<file path="src/rtl/cache_pkg.sv">
// Shared types and geometry for the direct-mapped write-back data cache.
// Provides the miss FSM state enum, address field widths and a byte-select helper.
package cache_pkg;
    localparam int ADDR_W     = 8;
    localparam int INDEX_W    = 3;
    localparam int OFFSET_W   = 2;
    localparam int TAG_W      = ADDR_W - INDEX_W - OFFSET_W;
    localparam int BLOCK_W    = 32;
    localparam int BYTE_W     = 8;
    localparam int NUM_BLOCKS = 1 << INDEX_W;
    localparam int MADDR_W    = TAG_W + INDEX_W;

    typedef enum logic [1:0] {
        IDLE,
        WRITEBACK,
        FETCH,
        UPDATE
    } state_t;

    function automatic logic [BYTE_W-1:0] pick_byte(
        input logic [BLOCK_W-1:0]  blk,
        input logic [OFFSET_W-1:0] off
    );
        return blk[off*BYTE_W +: BYTE_W];
    endfunction
endpackage

</file>
<file path="src/rtl/dcache_controller_if.sv">
// CPU-side and memory-side bus bundles for the data cache.
// cpu_bus_if: READ/WRITE/ADDRESS/WRITEDATA in, READDATA/BUSYWAIT out of the cache.
// mem_bus_if: MEM_READ/MEM_WRITE/MEM_ADDRESS/MEM_WRITEDATA out, MEM_READDATA/MEM_BUSYWAIT in.
interface cpu_bus_if;
    import cache_pkg::*;
    logic              READ;
    logic              WRITE;
    logic [ADDR_W-1:0] ADDRESS;
    logic [BYTE_W-1:0] WRITEDATA;
    logic [BYTE_W-1:0] READDATA;
    logic              BUSYWAIT;

    modport master (
        output READ, WRITE, ADDRESS, WRITEDATA,
        input  READDATA, BUSYWAIT
    );
    modport slave (
        input  READ, WRITE, ADDRESS, WRITEDATA,
        output READDATA, BUSYWAIT
    );
endinterface

interface mem_bus_if;
    import cache_pkg::*;
    logic               MEM_READ;
    logic               MEM_WRITE;
    logic [MADDR_W-1:0] MEM_ADDRESS;
    logic [BLOCK_W-1:0] MEM_WRITEDATA;
    logic [BLOCK_W-1:0] MEM_READDATA;
    logic               MEM_BUSYWAIT;

    modport master (
        output MEM_READ, MEM_WRITE, MEM_ADDRESS, MEM_WRITEDATA,
        input  MEM_READDATA, MEM_BUSYWAIT
    );
    modport slave (
        input  MEM_READ, MEM_WRITE, MEM_ADDRESS, MEM_WRITEDATA,
        output MEM_READDATA, MEM_BUSYWAIT
    );
endinterface

</file>
<file path="src/rtl/dcache_block_array.sv">
// Storage for 8 cache lines: {valid, dirty, tag, 32-bit block}.
// Ports: clk, clear (sync valid/dirty clear), idx (shared read/write index),
// async line read, byte store port (sets dirty), block fill port (valid=1, dirty=0).
module dcache_block_array
    import cache_pkg::*;
(
    input  logic                clk,
    input  logic                clear,
    input  logic [INDEX_W-1:0]  idx,
    output logic                valid,
    output logic                dirty,
    output logic [TAG_W-1:0]    tag,
    output logic [BLOCK_W-1:0]  data,
    input  logic                byte_we,
    input  logic [OFFSET_W-1:0] byte_off,
    input  logic [BYTE_W-1:0]   byte_data,
    input  logic                fill_we,
    input  logic [TAG_W-1:0]    fill_tag,
    input  logic [BLOCK_W-1:0]  fill_data
);
    logic [NUM_BLOCKS-1:0] valid_q;
    logic [NUM_BLOCKS-1:0] dirty_q;
    logic [TAG_W-1:0]      tag_mem  [NUM_BLOCKS];
    logic [BLOCK_W-1:0]    data_mem [NUM_BLOCKS];

    assign valid = valid_q[idx];
    assign dirty = dirty_q[idx];
    assign tag   = tag_mem[idx];
    assign data  = data_mem[idx];

    always_ff @(posedge clk) begin
        if (clear) begin
            valid_q <= '0;
            dirty_q <= '0;
        end else if (fill_we) begin
            valid_q[idx] <= 1'b1;
            dirty_q[idx] <= 1'b0;
        end else if (byte_we) begin
            dirty_q[idx] <= 1'b1;
        end
    end

    // Tag and data contents survive reset; only the status bits matter.
    always_ff @(posedge clk) begin
        if (fill_we) begin
            tag_mem[idx]  <= fill_tag;
            data_mem[idx] <= fill_data;
        end else if (byte_we) begin
            data_mem[idx][byte_off*BYTE_W +: BYTE_W] <= byte_data;
        end
    end
endmodule

</file>
<file path="src/rtl/dcache_controller.sv">
// Direct-mapped write-back data cache with its miss-handling FSM.
// Ports: CLK, RESET (sync, active-high), cpu (CPU load/store bus), mem (block memory bus).
module dcache_controller
    import cache_pkg::*;
(
    input  logic      CLK,
    input  logic      RESET,
    cpu_bus_if.slave  cpu,
    mem_bus_if.master mem
);
    state_t state, next_state;

    logic [TAG_W-1:0]    req_tag;
    logic [INDEX_W-1:0]  req_idx;
    logic [OFFSET_W-1:0] req_off;
    logic [TAG_W-1:0]    miss_tag;
    logic [INDEX_W-1:0]  miss_idx;
    logic [BLOCK_W-1:0]  fetch_buf;
    logic [INDEX_W-1:0]  arr_idx;

    logic               line_valid, line_dirty;
    logic [TAG_W-1:0]   line_tag;
    logic [BLOCK_W-1:0] line_data;
    logic               hit, req, byte_we, fill_we;

    assign req_tag = cpu.ADDRESS[ADDR_W-1 -: TAG_W];
    assign req_idx = cpu.ADDRESS[OFFSET_W +: INDEX_W];
    assign req_off = cpu.ADDRESS[OFFSET_W-1:0];
    assign req     = cpu.READ | cpu.WRITE;

    // Outside IDLE the line under repair is addressed by the latched miss index,
    // so a CPU that drops or changes its request cannot redirect the refill.
    assign arr_idx = (state == IDLE) ? req_idx : miss_idx;
    assign hit     = line_valid && (line_tag == req_tag);

    dcache_block_array u_array (
        .clk       (CLK),
        .clear     (RESET),
        .idx       (arr_idx),
        .valid     (line_valid),
        .dirty     (line_dirty),
        .tag       (line_tag),
        .data      (line_data),
        .byte_we   (byte_we),
        .byte_off  (req_off),
        .byte_data (cpu.WRITEDATA),
        .fill_we   (fill_we),
        .fill_tag  (miss_tag),
        .fill_data (fetch_buf)
    );

    always_ff @(posedge CLK) begin
        if (RESET) state <= IDLE;
        else       state <= next_state;
    end

    always_ff @(posedge CLK) begin
        if (!RESET && state == IDLE && next_state != IDLE) begin
            miss_tag <= req_tag;
            miss_idx <= req_idx;
        end
        if (!RESET && state == FETCH && !mem.MEM_BUSYWAIT) begin
            fetch_buf <= mem.MEM_READDATA;
        end
    end

    always_comb begin
        next_state        = state;
        cpu.BUSYWAIT      = 1'b0;
        cpu.READDATA      = '0;
        mem.MEM_READ      = 1'b0;
        mem.MEM_WRITE     = 1'b0;
        mem.MEM_ADDRESS   = '0;
        mem.MEM_WRITEDATA = '0;
        byte_we           = 1'b0;
        fill_we           = 1'b0;
        if (!RESET) begin
            cpu.READDATA = pick_byte(line_data, req_off);
            unique case (state)
                IDLE: begin
                    if (req && !hit) begin
                        cpu.BUSYWAIT = 1'b1;
                        next_state   = (line_valid && line_dirty) ? WRITEBACK : FETCH;
                    end else if (cpu.WRITE && hit) begin
                        byte_we = 1'b1;
                    end
                end
                WRITEBACK: begin
                    cpu.BUSYWAIT      = 1'b1;
                    mem.MEM_WRITE     = 1'b1;
                    mem.MEM_ADDRESS   = {line_tag, miss_idx};
                    mem.MEM_WRITEDATA = line_data;
                    if (!mem.MEM_BUSYWAIT) next_state = FETCH;
                end
                FETCH: begin
                    cpu.BUSYWAIT    = 1'b1;
                    mem.MEM_READ    = 1'b1;
                    mem.MEM_ADDRESS = {miss_tag, miss_idx};
                    if (!mem.MEM_BUSYWAIT) next_state = UPDATE;
                end
                UPDATE: begin
                    cpu.BUSYWAIT = 1'b1;
                    fill_we      = 1'b1;
                    next_state   = IDLE;
                end
                default: next_state = IDLE;
            endcase
        end
    end
endmodule

</file>
<file path="src/flat_wrapper.sv">
// flat-port wrapper written by rule: the top's interface ports become plain ports
module dcache_controller_flat import cache_pkg::*;
  (CLK, RESET, cpu_READ, cpu_WRITE, cpu_ADDRESS, cpu_WRITEDATA, cpu_READDATA, cpu_BUSYWAIT, mem_MEM_READ, mem_MEM_WRITE, mem_MEM_ADDRESS, mem_MEM_WRITEDATA, mem_MEM_READDATA, mem_MEM_BUSYWAIT);
  cpu_bus_if cpu_i ();
  mem_bus_if mem_i ();
  input  logic CLK;
  input  logic RESET;
  input wire logic [$bits(cpu_i.READ)-1:0] cpu_READ;
  input wire logic [$bits(cpu_i.WRITE)-1:0] cpu_WRITE;
  input wire logic [$bits(cpu_i.ADDRESS)-1:0] cpu_ADDRESS;
  input wire logic [$bits(cpu_i.WRITEDATA)-1:0] cpu_WRITEDATA;
  output wire logic [$bits(cpu_i.READDATA)-1:0] cpu_READDATA;
  output wire logic [$bits(cpu_i.BUSYWAIT)-1:0] cpu_BUSYWAIT;
  output wire logic [$bits(mem_i.MEM_READ)-1:0] mem_MEM_READ;
  output wire logic [$bits(mem_i.MEM_WRITE)-1:0] mem_MEM_WRITE;
  output wire logic [$bits(mem_i.MEM_ADDRESS)-1:0] mem_MEM_ADDRESS;
  output wire logic [$bits(mem_i.MEM_WRITEDATA)-1:0] mem_MEM_WRITEDATA;
  input wire logic [$bits(mem_i.MEM_READDATA)-1:0] mem_MEM_READDATA;
  input wire logic [$bits(mem_i.MEM_BUSYWAIT)-1:0] mem_MEM_BUSYWAIT;
  assign cpu_i.READ = cpu_READ;
  assign cpu_i.WRITE = cpu_WRITE;
  assign cpu_i.ADDRESS = cpu_ADDRESS;
  assign cpu_i.WRITEDATA = cpu_WRITEDATA;
  assign cpu_READDATA = cpu_i.READDATA;
  assign cpu_BUSYWAIT = cpu_i.BUSYWAIT;
  assign mem_MEM_READ = mem_i.MEM_READ;
  assign mem_MEM_WRITE = mem_i.MEM_WRITE;
  assign mem_MEM_ADDRESS = mem_i.MEM_ADDRESS;
  assign mem_MEM_WRITEDATA = mem_i.MEM_WRITEDATA;
  assign mem_i.MEM_READDATA = mem_MEM_READDATA;
  assign mem_i.MEM_BUSYWAIT = mem_MEM_BUSYWAIT;
  dcache_controller u_core (.CLK(CLK), .RESET(RESET), .cpu(cpu_i), .mem(mem_i));
endmodule
</file>
<file path="config.mk">
export PLATFORM = sky130hd
export DESIGN_NAME = dcache_controller_flat
export DESIGN_NICKNAME = d
export VERILOG_FILES = /design/src/rtl/cache_pkg.sv /design/src/rtl/dcache_controller_if.sv /design/src/rtl/dcache_block_array.sv /design/src/rtl/dcache_controller.sv /design/src/flat_wrapper.sv
export SDC_FILE = /design/constraint.sdc
export NUM_CORES = 1
export LEC_CHECK = 0
export CAP_MARGIN = 10
export CORE_UTILIZATION = 30
export DETAILED_ROUTE_END_ITERATION = 10
export PLACE_DENSITY = 0.57
export RECOVER_POWER = 25
export SLEW_MARGIN = 20
export SYNTH_ARGS = -nofsm -noshare
export SYNTH_HDL_FRONTEND = slang
export SYNTH_SLANG_ARGS = --single-unit
export TNS_END_PERCENT = 1
</file>
<file path="constraint.sdc">
create_clock -name CLK -period 3.4 [get_ports CLK]
set_input_delay 0.51 -clock CLK [delete_from_list [all_inputs] [get_ports CLK]]
set_output_delay 0.51 -clock CLK [all_outputs]
set_load 0.1 [all_outputs]
</file>
==> results.sh <==
export IMPL_status="finished with violations"
export IMPL_violations="setup timing"
export IMPL_yosysUniqueCellTypes=45
export IMPL_final_antenna_net_count=0
export IMPL_fin_skew_ns=0.0209
export IMPL_peakVddDrop_uv=371
export IMPL_die_y_um=216
export IMPL_p_leak_nw=7.13
export IMPL_synth_compound_area_share_pct=11.2
export IMPL_root_buffer="clkbuf_16"
export IMPL_drc=0
export IMPL_first_pass_iters=5
export IMPL_grt_max_degree=34
export IMPL_hp_class="reg -> reg"
export IMPL_setup_ws_ns=-0.510
export IMPL_fin_hold_ws_ns=0.478
export IMPL_synth_area_mm2=0.0137
export IMPL_worstPathRequired_ns=2.89
export IMPL_end_kind="output pin"
export IMPL_critPathArrivalTime_ns=3.40
export IMPL_synth_xor_xnor_area_share_pct=0.128
export IMPL_wirelength_mm=44.0
export IMPL_r2r_slack_ns=-0.09
export IMPL_clock_sinks=336
export IMPL_drive_gt1_share_pct=43.2
export IMPL_htree_levels=2
export IMPL_synth_edf_count=318
export IMPL_ys_ff_latch=336
export IMPL_portBuffers=101
export IMPL_grt_ovfl_total=0
export IMPL_first_global_vias=10100
export IMPL_clockBufferDepth=3
export IMPL_relSlewSlack_pct=38.7
export IMPL_final_hold_viol_count=0
export IMPL_dieArea_mm2=0.0466
export IMPL_path_class="reg -> out"
export IMPL_syn_nets=1024
export IMPL_first_iter_violations=918
export IMPL_synthFlopType="edfxtp_1"
export IMPL_yosys_warnings=0
export IMPL_synthSimpleGateAreaFrac_pct=6.62
export IMPL_drv_slew=0
export IMPL_fillers=3882
export IMPL_synth_top_family_by_area="compound AO/OA/AOI/OAI gates"
export IMPL_pin_count=102
export IMPL_wl_per_cell_um=22.8
export IMPL_synth_area_per_cell_um2=14.3
export IMPL_synth_fa_ha_area_share_pct=1.00
export IMPL_dp_cells=1817
export IMPL_grt_usage_pct=18.6
export IMPL_startpoint="u_core.state[1]"
export IMPL_dpl_cell_area_mm2=0.0175
export IMPL_power_total_mw=13.5
export IMPL_clk_pin_slew_ns=0.06
export IMPL_fin_crit_sh_pct=115
export IMPL_place_gp_congestion=0.868
export IMPL_path_max_fanout=6
export IMPL_area_growth_pct=47.6
export IMPL_clk_latency_ns=0.53
export IMPL_tightest_slew_ns=0.919
export IMPL_async_flop_share_pct=0
export IMPL_antennaDiodeCount=0
export IMPL_final_cell_mix="edfxtp_1 (318), buf_4 (211), o22ai_1 (92)"
export IMPL_layout_nets=1378
export IMPL_worst_setup_path_start_kind="register"
export IMPL_layout_cells_non_filler=1929
export IMPL_seq_area_frac_synth_pct=72.3
export IMPL_syn_instance_count=960
export IMPL_min_delay_start="u_core.u_array.valid_q[1]"
export IMPL_routed_via_density=5.20
export IMPL_min_period_ns=3.91
export IMPL_tritoncts="done"
export IMPL_antenna_found_initial=0
export IMPL_power_density_mw_per_mm2=668
export IMPL_max_freq_mhz=256
export IMPL_vias=10000
export IMPL_setup_violations=63
export IMPL_cts_buffers=37
export IMPL_core_area_mm2=0.0446
export IMPL_layout_commonest_cell="edfxtp_1"
export IMPL_die_w_um=216
export IMPL_timing_setup_tns_ns=-9.63
export IMPL_start_util_pct=30.7
export IMPL_grt_setup_unrepaired="true"
export IMPL_r2r_start="u_core.state[1]"
export IMPL_synthMuxAreaShare_pct=5.22
export IMPL_grt_pass1_wl_mm=64.5
export IMPL_cap_violations=0
export IMPL_fp_row_count=77
export IMPL_place_hpwl_mm=30.7
export IMPL_design_area_mm2=0.0202
flip-flops by register name, indices dropped and copies added (netlist names), named ones only:
name and count:
u_core.fetch_buf 32, u_core.state 2, u_core.u_array.valid_q 8, u_core.u_array.tag_mem 24, u_core.u_array.data_mem 256, u_core.miss_idx 3, u_core.miss_tag 3
critical path: stages (launching register included):
cell,delay [ns]
dfxtp_2,0.33
inv_2,0.05
ha_4,0.18
buf_6,0.13
nor3b_2,0.16
buf_4,0.15
nor2_4,0.11
buf_12,0.15
buf_12,0.13
buf_12,0.13
o22ai_2,0.07
o21ai_1,0.16
o211ai_1,0.19
mux4_2,0.59
nor2_4,0.15
buf_12,0.18
per-stage QoR:
step / worst slack [ns] / util, %
after floorplan: -0.235 / -
after global placement: -0.920 / 39.3
after detailed placement: -0.829 / 39.3
after CTS: -0.526 / 44.0
after global routing: -0.625 / 45.4
final: -0.510 / 45.4
synthesized netlist by cell type (2+ instances only):
master,count,share of area [%]
a211oi_1,9,0.49
or2_1,3,0.14
nor2b_1,3,0.14
nand2_1,69,1.9
o21ai_0,18,0.66
o211ai_1,6,0.33
and3_1,2,0.091
nor2_1,84,2.3
o22ai_1,104,4.7
o2111ai_1,2,0.13
nor3_1,13,0.47
nor3b_1,6,0.33
a32oi_1,8,0.51
or3_1,2,0.091
a221oi_1,6,0.38
o31ai_1,6,0.33
xnor2_1,2,0.13
mux4_2,8,1.3
buf_6,7,0.57
dfxtp_1,18,2.6
and2_1,3,0.14
o221ai_1,20,1.3
buf_2,17,0.62
and3b_1,3,0.19
ha_1,11,1.0
inv_1,44,1.2
a21oi_1,54,2.0
nand3b_1,4,0.22
buf_1,6,0.16
clkbuf_1,35,0.96
edfxtp_1,318,70
nand2b_1,4,0.18
or4_1,2,0.11
mux2i_1,52,3.8
worst paths after layout:
check                           cells after the start                              to
worst min register to register                      2       u_core.u_array.valid_q[1]
worst min-delay path                                2       u_core.u_array.valid_q[1]
worst max register to register                     16  u_core.u_array.data_mem[4][16]
worst max-delay path                               15                 cpu_READDATA[4]
cells by family after synthesis:
group / after synthesis
AO/OA/AOI/OAI: 238
XOR/XNOR: 2
adder cells (fa/ha/maj): 11
buffers and inverters: 110
flip-flops: 336
multiplexers: 61
AND/OR/NAND/NOR: 202
report_power, final:
group	leakage, nW	total, mW	internal, mW	switching [mW]
Combinational	3.59	5.15	2.26	2.89
Clock	0.535	3.70	2.14	1.56
Sequential	3.01	4.68	4.63	0.0518
Total	7.13	13.5	9.03	4.50
what timing repair did:
item                                    4_1_cts  5_1_grt
gates resized for setup                     170      109
endpoints found under the setup margin      392      537
setup buffers                                32       15
endpoints found under the hold margin         0        0
hold buffers                                  0        0
pin swaps                                    33       23
gates cloned                                  2        2
per-layer routing:
metal | routed length [um] | track usage [%]
met5 | 0 | 0
met4 | 1250 | 6.08
met3 | 3960 | 3.96
met2 | 19800 | 28.5
met1 | 19000 | 26.3
layout make-up:
class                           count  area [um^2]  area share, %
Clock inverter                     18          136          0.674
Sequential cell                   336         9910           49.0
Timing Repair Buffer              378         3910           19.3
Multi-Input combinational cell    516         4420           21.8
Inverter                           45          169          0.834
Tap cell                          592          741           3.66
Clock buffer                       44          952           4.70
Note: power is estimated with default switching activity, not from simulation.
